<file path="src/rtl/uart_rx_deserializer.sv">
// ============================================================================
// Module   : uart_rx_deserializer
// Function : Oversampling UART receiver; majority-voted bits, optional parity,
//            one stop bit, registered valid/error strobes.
// Revision : 1.0 - initial release
// ============================================================================
`default_nettype none

module uart_rx_deserializer #(
    parameter int DATA_WIDTH = 8,
    parameter int PRESCALE   = 8
) (
    input  logic                  Clk,
    input  logic                  Reset,
    input  logic                  RX_IN,
    input  logic                  PAR_EN,
    input  logic                  PAR_TYP,
    output logic [DATA_WIDTH-1:0] P_DATA,
    output logic                  data_valid,
    output logic                  par_err,
    output logic                  stp_err
);

    localparam int CNT_W = $clog2(PRESCALE);
    localparam int BIT_W = (DATA_WIDTH > 1) ? $clog2(DATA_WIDTH) : 1;

    localparam logic [CNT_W-1:0] c_EDGE_LAST = CNT_W'(PRESCALE - 1);
    localparam logic [CNT_W-1:0] c_SMP_FIRST = CNT_W'(PRESCALE / 2 - 1);
    localparam logic [CNT_W-1:0] c_SMP_LAST  = CNT_W'(PRESCALE / 2 + 1);
    localparam logic [CNT_W-1:0] c_DECIDE    = CNT_W'(PRESCALE / 2 + 2);
    localparam logic [BIT_W-1:0] c_BIT_LAST  = BIT_W'(DATA_WIDTH - 1);

    localparam logic [2:0] c_ST_IDLE   = 3'd0;
    localparam logic [2:0] c_ST_START  = 3'd1;
    localparam logic [2:0] c_ST_DATA   = 3'd2;
    localparam logic [2:0] c_ST_PARITY = 3'd3;
    localparam logic [2:0] c_ST_STOP   = 3'd4;

    logic [2:0]            state_q,      state_d;
    logic [CNT_W-1:0]      edge_cnt_q,   edge_cnt_d;
    logic [BIT_W-1:0]      bit_cnt_q,    bit_cnt_d;
    logic [2:0]            smp_q,        smp_d;
    logic [DATA_WIDTH-1:0] shift_q,      shift_d;
    logic                  par_en_q,     par_en_d;
    logic                  par_typ_q,    par_typ_d;
    logic                  par_bad_q,    par_bad_d;
    logic [DATA_WIDTH-1:0] p_data_q,     p_data_d;
    logic                  data_valid_q, data_valid_d;
    logic                  par_err_q,    par_err_d;
    logic                  stp_err_q,    stp_err_d;

    logic maj_bit;
    logic edge_last;
    logic edge_decide;

    assign maj_bit     = (smp_q[0] & smp_q[1]) | (smp_q[0] & smp_q[2]) | (smp_q[1] & smp_q[2]);
    assign edge_last   = (edge_cnt_q == c_EDGE_LAST);
    assign edge_decide = (edge_cnt_q == c_DECIDE);

    always_comb begin
        state_d      = state_q;
        edge_cnt_d   = edge_last ? '0 : edge_cnt_q + 1'b1;
        bit_cnt_d    = bit_cnt_q;
        smp_d        = smp_q;
        shift_d      = shift_q;
        par_en_d     = par_en_q;
        par_typ_d    = par_typ_q;
        par_bad_d    = par_bad_q;
        p_data_d     = p_data_q;
        data_valid_d = 1'b0;
        par_err_d    = 1'b0;
        stp_err_d    = 1'b0;

        if (state_q != c_ST_IDLE && edge_cnt_q >= c_SMP_FIRST && edge_cnt_q <= c_SMP_LAST) begin
            smp_d = {smp_q[1:0], RX_IN};
        end

        case (state_q)
            c_ST_IDLE: begin
                edge_cnt_d = '0;
                // The detecting cycle is oversample 0 of the start bit.
                if (!RX_IN) begin
                    state_d    = c_ST_START;
                    edge_cnt_d = CNT_W'(1);
                    bit_cnt_d  = '0;
                    par_en_d   = PAR_EN;
                    par_typ_d  = PAR_TYP;
                    par_bad_d  = 1'b0;
                end
            end
            c_ST_START: begin
                if (edge_decide && maj_bit) begin
                    state_d    = c_ST_IDLE;
                    edge_cnt_d = '0;
                end else if (edge_last) begin
                    state_d = c_ST_DATA;
                end
            end
            c_ST_DATA: begin
                if (edge_decide) begin
                    shift_d                 = shift_q >> 1;
                    shift_d[DATA_WIDTH-1]   = maj_bit;
                end
                if (edge_last) begin
                    if (bit_cnt_q == c_BIT_LAST) begin
                        bit_cnt_d = '0;
                        state_d   = par_en_q ? c_ST_PARITY : c_ST_STOP;
                    end else begin
                        bit_cnt_d = bit_cnt_q + 1'b1;
                    end
                end
            end
            c_ST_PARITY: begin
                if (edge_decide) begin
                    par_bad_d = maj_bit ^ (^shift_q) ^ par_typ_q;
                end
                if (edge_last) begin
                    state_d = c_ST_STOP;
                end
            end
            c_ST_STOP: begin
                // Stop majority is still held from samples taken mid-bit.
                if (edge_last) begin
                    state_d = c_ST_IDLE;
                    if (!maj_bit) begin
                        stp_err_d = 1'b1;
                    end else if (par_bad_q) begin
                        par_err_d = 1'b1;
                    end else begin
                        p_data_d     = shift_q;
                        data_valid_d = 1'b1;
                    end
                end
            end
            default: begin
                state_d    = c_ST_IDLE;
                edge_cnt_d = '0;
            end
        endcase
    end

    always_ff @(posedge Clk or negedge Reset) begin
        if (!Reset) begin
            state_q      <= c_ST_IDLE;
            edge_cnt_q   <= '0;
            bit_cnt_q    <= '0;
            smp_q        <= '0;
            shift_q      <= '0;
            par_en_q     <= 1'b0;
            par_typ_q    <= 1'b0;
            par_bad_q    <= 1'b0;
            p_data_q     <= '0;
            data_valid_q <= 1'b0;
            par_err_q    <= 1'b0;
            stp_err_q    <= 1'b0;
        end else begin
            state_q      <= state_d;
            edge_cnt_q   <= edge_cnt_d;
            bit_cnt_q    <= bit_cnt_d;
            smp_q        <= smp_d;
            shift_q      <= shift_d;
            par_en_q     <= par_en_d;
            par_typ_q    <= par_typ_d;
            par_bad_q    <= par_bad_d;
            p_data_q     <= p_data_d;
            data_valid_q <= data_valid_d;
            par_err_q    <= par_err_d;
            stp_err_q    <= stp_err_d;
        end
    end

    assign P_DATA     = p_data_q;
    assign data_valid = data_valid_q;
    assign par_err    = par_err_q;
    assign stp_err    = stp_err_q;

endmodule

`default_nettype wire

</file>
<file path="config.mk">
export PLATFORM = sky130hd
export DESIGN_NAME = uart_rx_deserializer
export DESIGN_NICKNAME = d
export VERILOG_FILES = /design/src/rtl/uart_rx_deserializer.sv
export SDC_FILE = /design/constraint.sdc
export NUM_CORES = 1
export LEC_CHECK = 0
export ABC_AREA = 1
export CAP_MARGIN = 10
export CORE_UTILIZATION = 60
export CTS_CLUSTER_DIAMETER = 60
export DETAILED_ROUTE_END_ITERATION = 12
export PLACE_DENSITY = 0.8
export SLEW_MARGIN = 20
export SYNTH_ARGS = -nofsm -noshare
export SYNTH_HDL_FRONTEND = slang
export SYNTH_SLANG_ARGS = --single-unit
</file>
<file path="constraint.sdc">
create_clock -name Clk -period 2.5 [get_ports Clk]
set_input_delay 0.5 -clock Clk [delete_from_list [all_inputs] [get_ports Clk]]
set_output_delay 0.5 -clock Clk [all_outputs]
set_load 0.02 [all_outputs]
</file>
==> run_results.csv <==
group,metric,value,unit
floorplan,initial_utilization,65.6,%
grt,global_route_wire_length_before_repair,5400,um
power,p_leak,0.985,nW
cells_and_area,area.growth.synth_to_final,15.5,%
detailed_routing,detail_route.iter0.violations,31,
detailed_routing,dr.max_layer_used,"met4",
critical_path,r2r_cells,6,
sta,setup_repair_after_global_routing_missed_its_margin,"no",
floorplan,floorplan.rows,18,
placement,dp_hpwl,2300,um
grt,initial_antenna_violation_count,0,
floorplan,core_region_area,2570,um2
critical_path,critPathCaptureType,"output pin",
grt,grt_remaining_overflow,0,
synth,yosys_warnings,0,
synth,ys_types,28,
worst_hold_path,min_delay_path_depth,2,
job,drv.max_cap_violation_count,0,
detailed_routing,wirelength,3070,um
placement,placedCellCount,245,
grt,grt_max_degree,35,
detailed_routing,routed_wire_length_per_instance,12.2,um
clock_tree,post-cts-setup-buffer-count,0,
critical_path,regToRegEndpoint,"P_DATA[7]",
detailed_routing,met2_length,1400,um
detailed_routing,post_dr_vias_cell,5.27,
clock_tree,tritoncts_clock_tree,"built",
clock_tree,clk_root_buffer_cell,"sky130_fd_sc_hd__clkbuf_4",
critical_path,timing.critical_path.buf_inv,1,
cells_and_area,number_of_nets_in_the_layout,234,
worst_hold_path,min-delay-path-class,"flop to flop",
clock_tree,clock-sinks,34,
clock_tree,path_clk_slew,0.10,ns
critical_path,reg2reg_setup_slack,0.73,ns
power,power.density_cell_area,857,nW/um2
sta,clock.fmax,551,MHz
power,power.share.combinational,32.4,%
clock_tree,clock_insertion_delay_worst_skew,0.34,ns
sta,final-hold-violation-count,0,
critical_path,worst_ep_arrival_time,1.32,ns
floorplan,die_h,55,um
floorplan,floorplan.die.width,55,um
critical_path,cp_max_fo,2,
power,power.share.switching,36.8,%
cells_and_area,most-common-layout-cells,"sky130_fd_sc_hd__nand2_1 (59), sky130_fd_sc_hd__dfrtp_1 (34), sky130_fd_sc_hd__inv_1 (28)",
sta,worst_slew_margin_rel,57.5,%
critical_path,reg2reg_from,"edge_cnt_q[0]",
worst_hold_path,hold-path-endpoint,"smp_q[1]",
synth,synth_nets,213,
sta,finalSetupViolations,0,
synth,synth.avg_cell_area,8.38,um2
critical_path,crit_chain,"clkdlybuf4s50_1",
cells_and_area,antenna_cells,0,
detailed_routing,remaining_drc_errors,0,
run_status,status,"complete, no violations",
detailed_routing,total_met3_wirelength_after_detailed_routing,103,um
critical_path,critical-path-slowest-cell,"sky130_fd_sc_hd__clkdlybuf4s50_1",
sta,final-max-slew-violation-count,0,
floorplan,die_area,3030,um2
synth,count_of_mapped_cells_out_of_synthesis,201,
synth,ys_seq_area_share,50.5,%
detailed_routing,detailroute.via_count,1327,
worst_hold_path,worst_hold_startpoint,"smp_q[1]",
critical_path,slowest_delay,0.61,ns
sta,period_needed,1.82,ns
detailed_routing,antenna_left,0,
sta,post-route-period-util,72.6,%
power,clock_power_share,24.8,%
power,irDropWorstVdd,0.000760,V
clock_tree,cts_max_path_buffers,2,
placement,gp_weighted_congestion,0.824,
synth,ff_latch_count_synth,34,
cells_and_area,fraction_of_final_layout_cells_sized_beyond_drive_strength_1,8.11,%
critical_path,critPathRequiredTime,2.00,ns
power,seqPwrFrac,42.9,%
cells_and_area,finish.cell_count_without_fillers,252,
power,post-layout-total-power,1.67,mW
sta,worst-slew-pin-transition,0.635,ns
grt,gr-usage-all-layers,25.9,%
cells_and_area,final_core_util,75.8,%
synth,syn-cell-area,1690,um2
detailed_routing,wl_met1,1520,um
sta,final.setup_skew,0.00305,ns
cells_and_area,layout_commonest_cell,"sky130_fd_sc_hd__nand2_1",
clock_tree,cts_made_buffers,5,
clock_tree,ctsResizeCount,0,
grt,grt_pass1_vias,1299,
power,internal_power,1.05,mW
power,switching_power,0.615,mW
floorplan,pin_count,16,
sta,setup_tns,0,ns
clock_tree,count_of_hold_fix_buffers_inserted_at_cts,0,
critical_path,worstSetupPathType,"flop to output pin",
critical_path,timing.critical_path.from_type,"flop",
detailed_routing,drt_first_pass_iters,4,
placement,portBuffers,15,
critical_path,cp_top_family,"buffers and inverters",
clock_tree,cts_max_level,2,
## layout make-up
class | instances | area, um2
clock inverter | 1 | 30.0
timing repair buffer | 16 | 158
multi-input combinational | 136 | 711
clock buffer | 6 | 51.3
fill | 191 | 621
tap | 30 | 37.5
inverter | 29 | 109
sequential | 34 | 851
## state kept, by name, indices dropped and copies added, names as in the netlist
register,cells
P_DATA,8
bit_cnt_q,3
data_valid,1
edge_cnt_q,3
par_bad_q,1
par_en_q,1
par_err,1
par_typ_q,1
shift_q,8
smp_q,3
state_q,3
stp_err,1
## Yosys cell counts
cell	n	share of area (%)
sky130_fd_sc_hd__clkbuf_1	1	0.22
sky130_fd_sc_hd__inv_2	1	0.22
sky130_fd_sc_hd__o21ai_0	15	4.5
sky130_fd_sc_hd__a22oi_1	1	0.45
sky130_fd_sc_hd__xnor2_1	1	0.52
sky130_fd_sc_hd__nor3b_1	1	0.45
sky130_fd_sc_hd__nand3_1	8	2.4
sky130_fd_sc_hd__nand2_4	1	0.67
sky130_fd_sc_hd__o211ai_1	2	0.89
sky130_fd_sc_hd__nor3_1	2	0.59
sky130_fd_sc_hd__o31ai_1	1	0.45
sky130_fd_sc_hd__inv_1	28	6.2
sky130_fd_sc_hd__nor3_2	1	0.59
sky130_fd_sc_hd__o21ai_1	2	0.59
sky130_fd_sc_hd__dfrtp_1	34	50
sky130_fd_sc_hd__nor2_4	1	0.67
sky130_fd_sc_hd__nand2_1	59	13
sky130_fd_sc_hd__nand3b_1	1	0.45
sky130_fd_sc_hd__o21ai_2	2	1.0
sky130_fd_sc_hd__a21oi_1	11	3.3
sky130_fd_sc_hd__buf_6	1	0.67
sky130_fd_sc_hd__nor3_4	1	0.97
sky130_fd_sc_hd__ha_1	7	5.2
sky130_fd_sc_hd__xor2_1	1	0.52
sky130_fd_sc_hd__o22ai_1	1	0.37
sky130_fd_sc_hd__mux2_2	1	0.67
sky130_fd_sc_hd__nor2_1	14	3.1
sky130_fd_sc_hd__nand2_2	2	0.74
## power groups by stage
stage | Clock, mW | Sequential [mW] | Combinational, mW
global placement | 0 | 0.720 | 0.515
finish | 0.413 | 0.716 | 0.540
global route | 0.444 | 0.730 | 0.623
detailed placement | 0 | 0.728 | 0.537
CTS | 0.426 | 0.717 | 0.541
floorplan | 0 | 0.714 | 0.408
## per-stage QoR
step | setup slack (ns) | hold WS [ns] | instance area (um2)
after floorplan | 1.05 | 0.204 | 1690
after global placement | 0.818 | 0.473 | 1870
after detailed placement | 0.737 | 0.478 | 1870
after CTS | 0.657 | 0.501 | 1950
after global routing | 0.503 | 0.542 | 1950
final | 0.684 | 0.495 | 1950
## cells by family after synthesis
group	count (synthesis)	synth area share (%)
AOI/OAI and AO/OA	35	11.5
DFF	34	50.5
adders and majority gates	7	5.20
buffers and inverters	31	7.35
muxes	1	0.668
and+or+nand+nor	91	23.8
xor gates and xnor gates	2	1.04
## worst max path at each step
| stage | from | depth (start not counted) | slack, ns | endpoint |
|---|---|---|---|---|
| final | P_DATA[4] | 1 | 0.68 | P_DATA[4] |
| after global routing | edge_cnt_q[1] | 6 | 0.50 | P_DATA[7] |
| after CTS | P_DATA[6] | 1 | 0.66 | P_DATA[6] |
| after floorplan | edge_cnt_q[0] | 6 | 1.05 | P_DATA[6] |
| after detailed placement | edge_cnt_q[0] | 6 | 0.74 | P_DATA[7] |
| after global placement | RX_IN | 4 | 0.82 | par_en_q |
## metal layers
metal,global-route usage [%],vias up
met5,0,-
met4,10.4,0
met3,9.29,5
met2,41.0,15
met1,32.2,625
li1,-,682
Power figures use the tool's default switching activity.
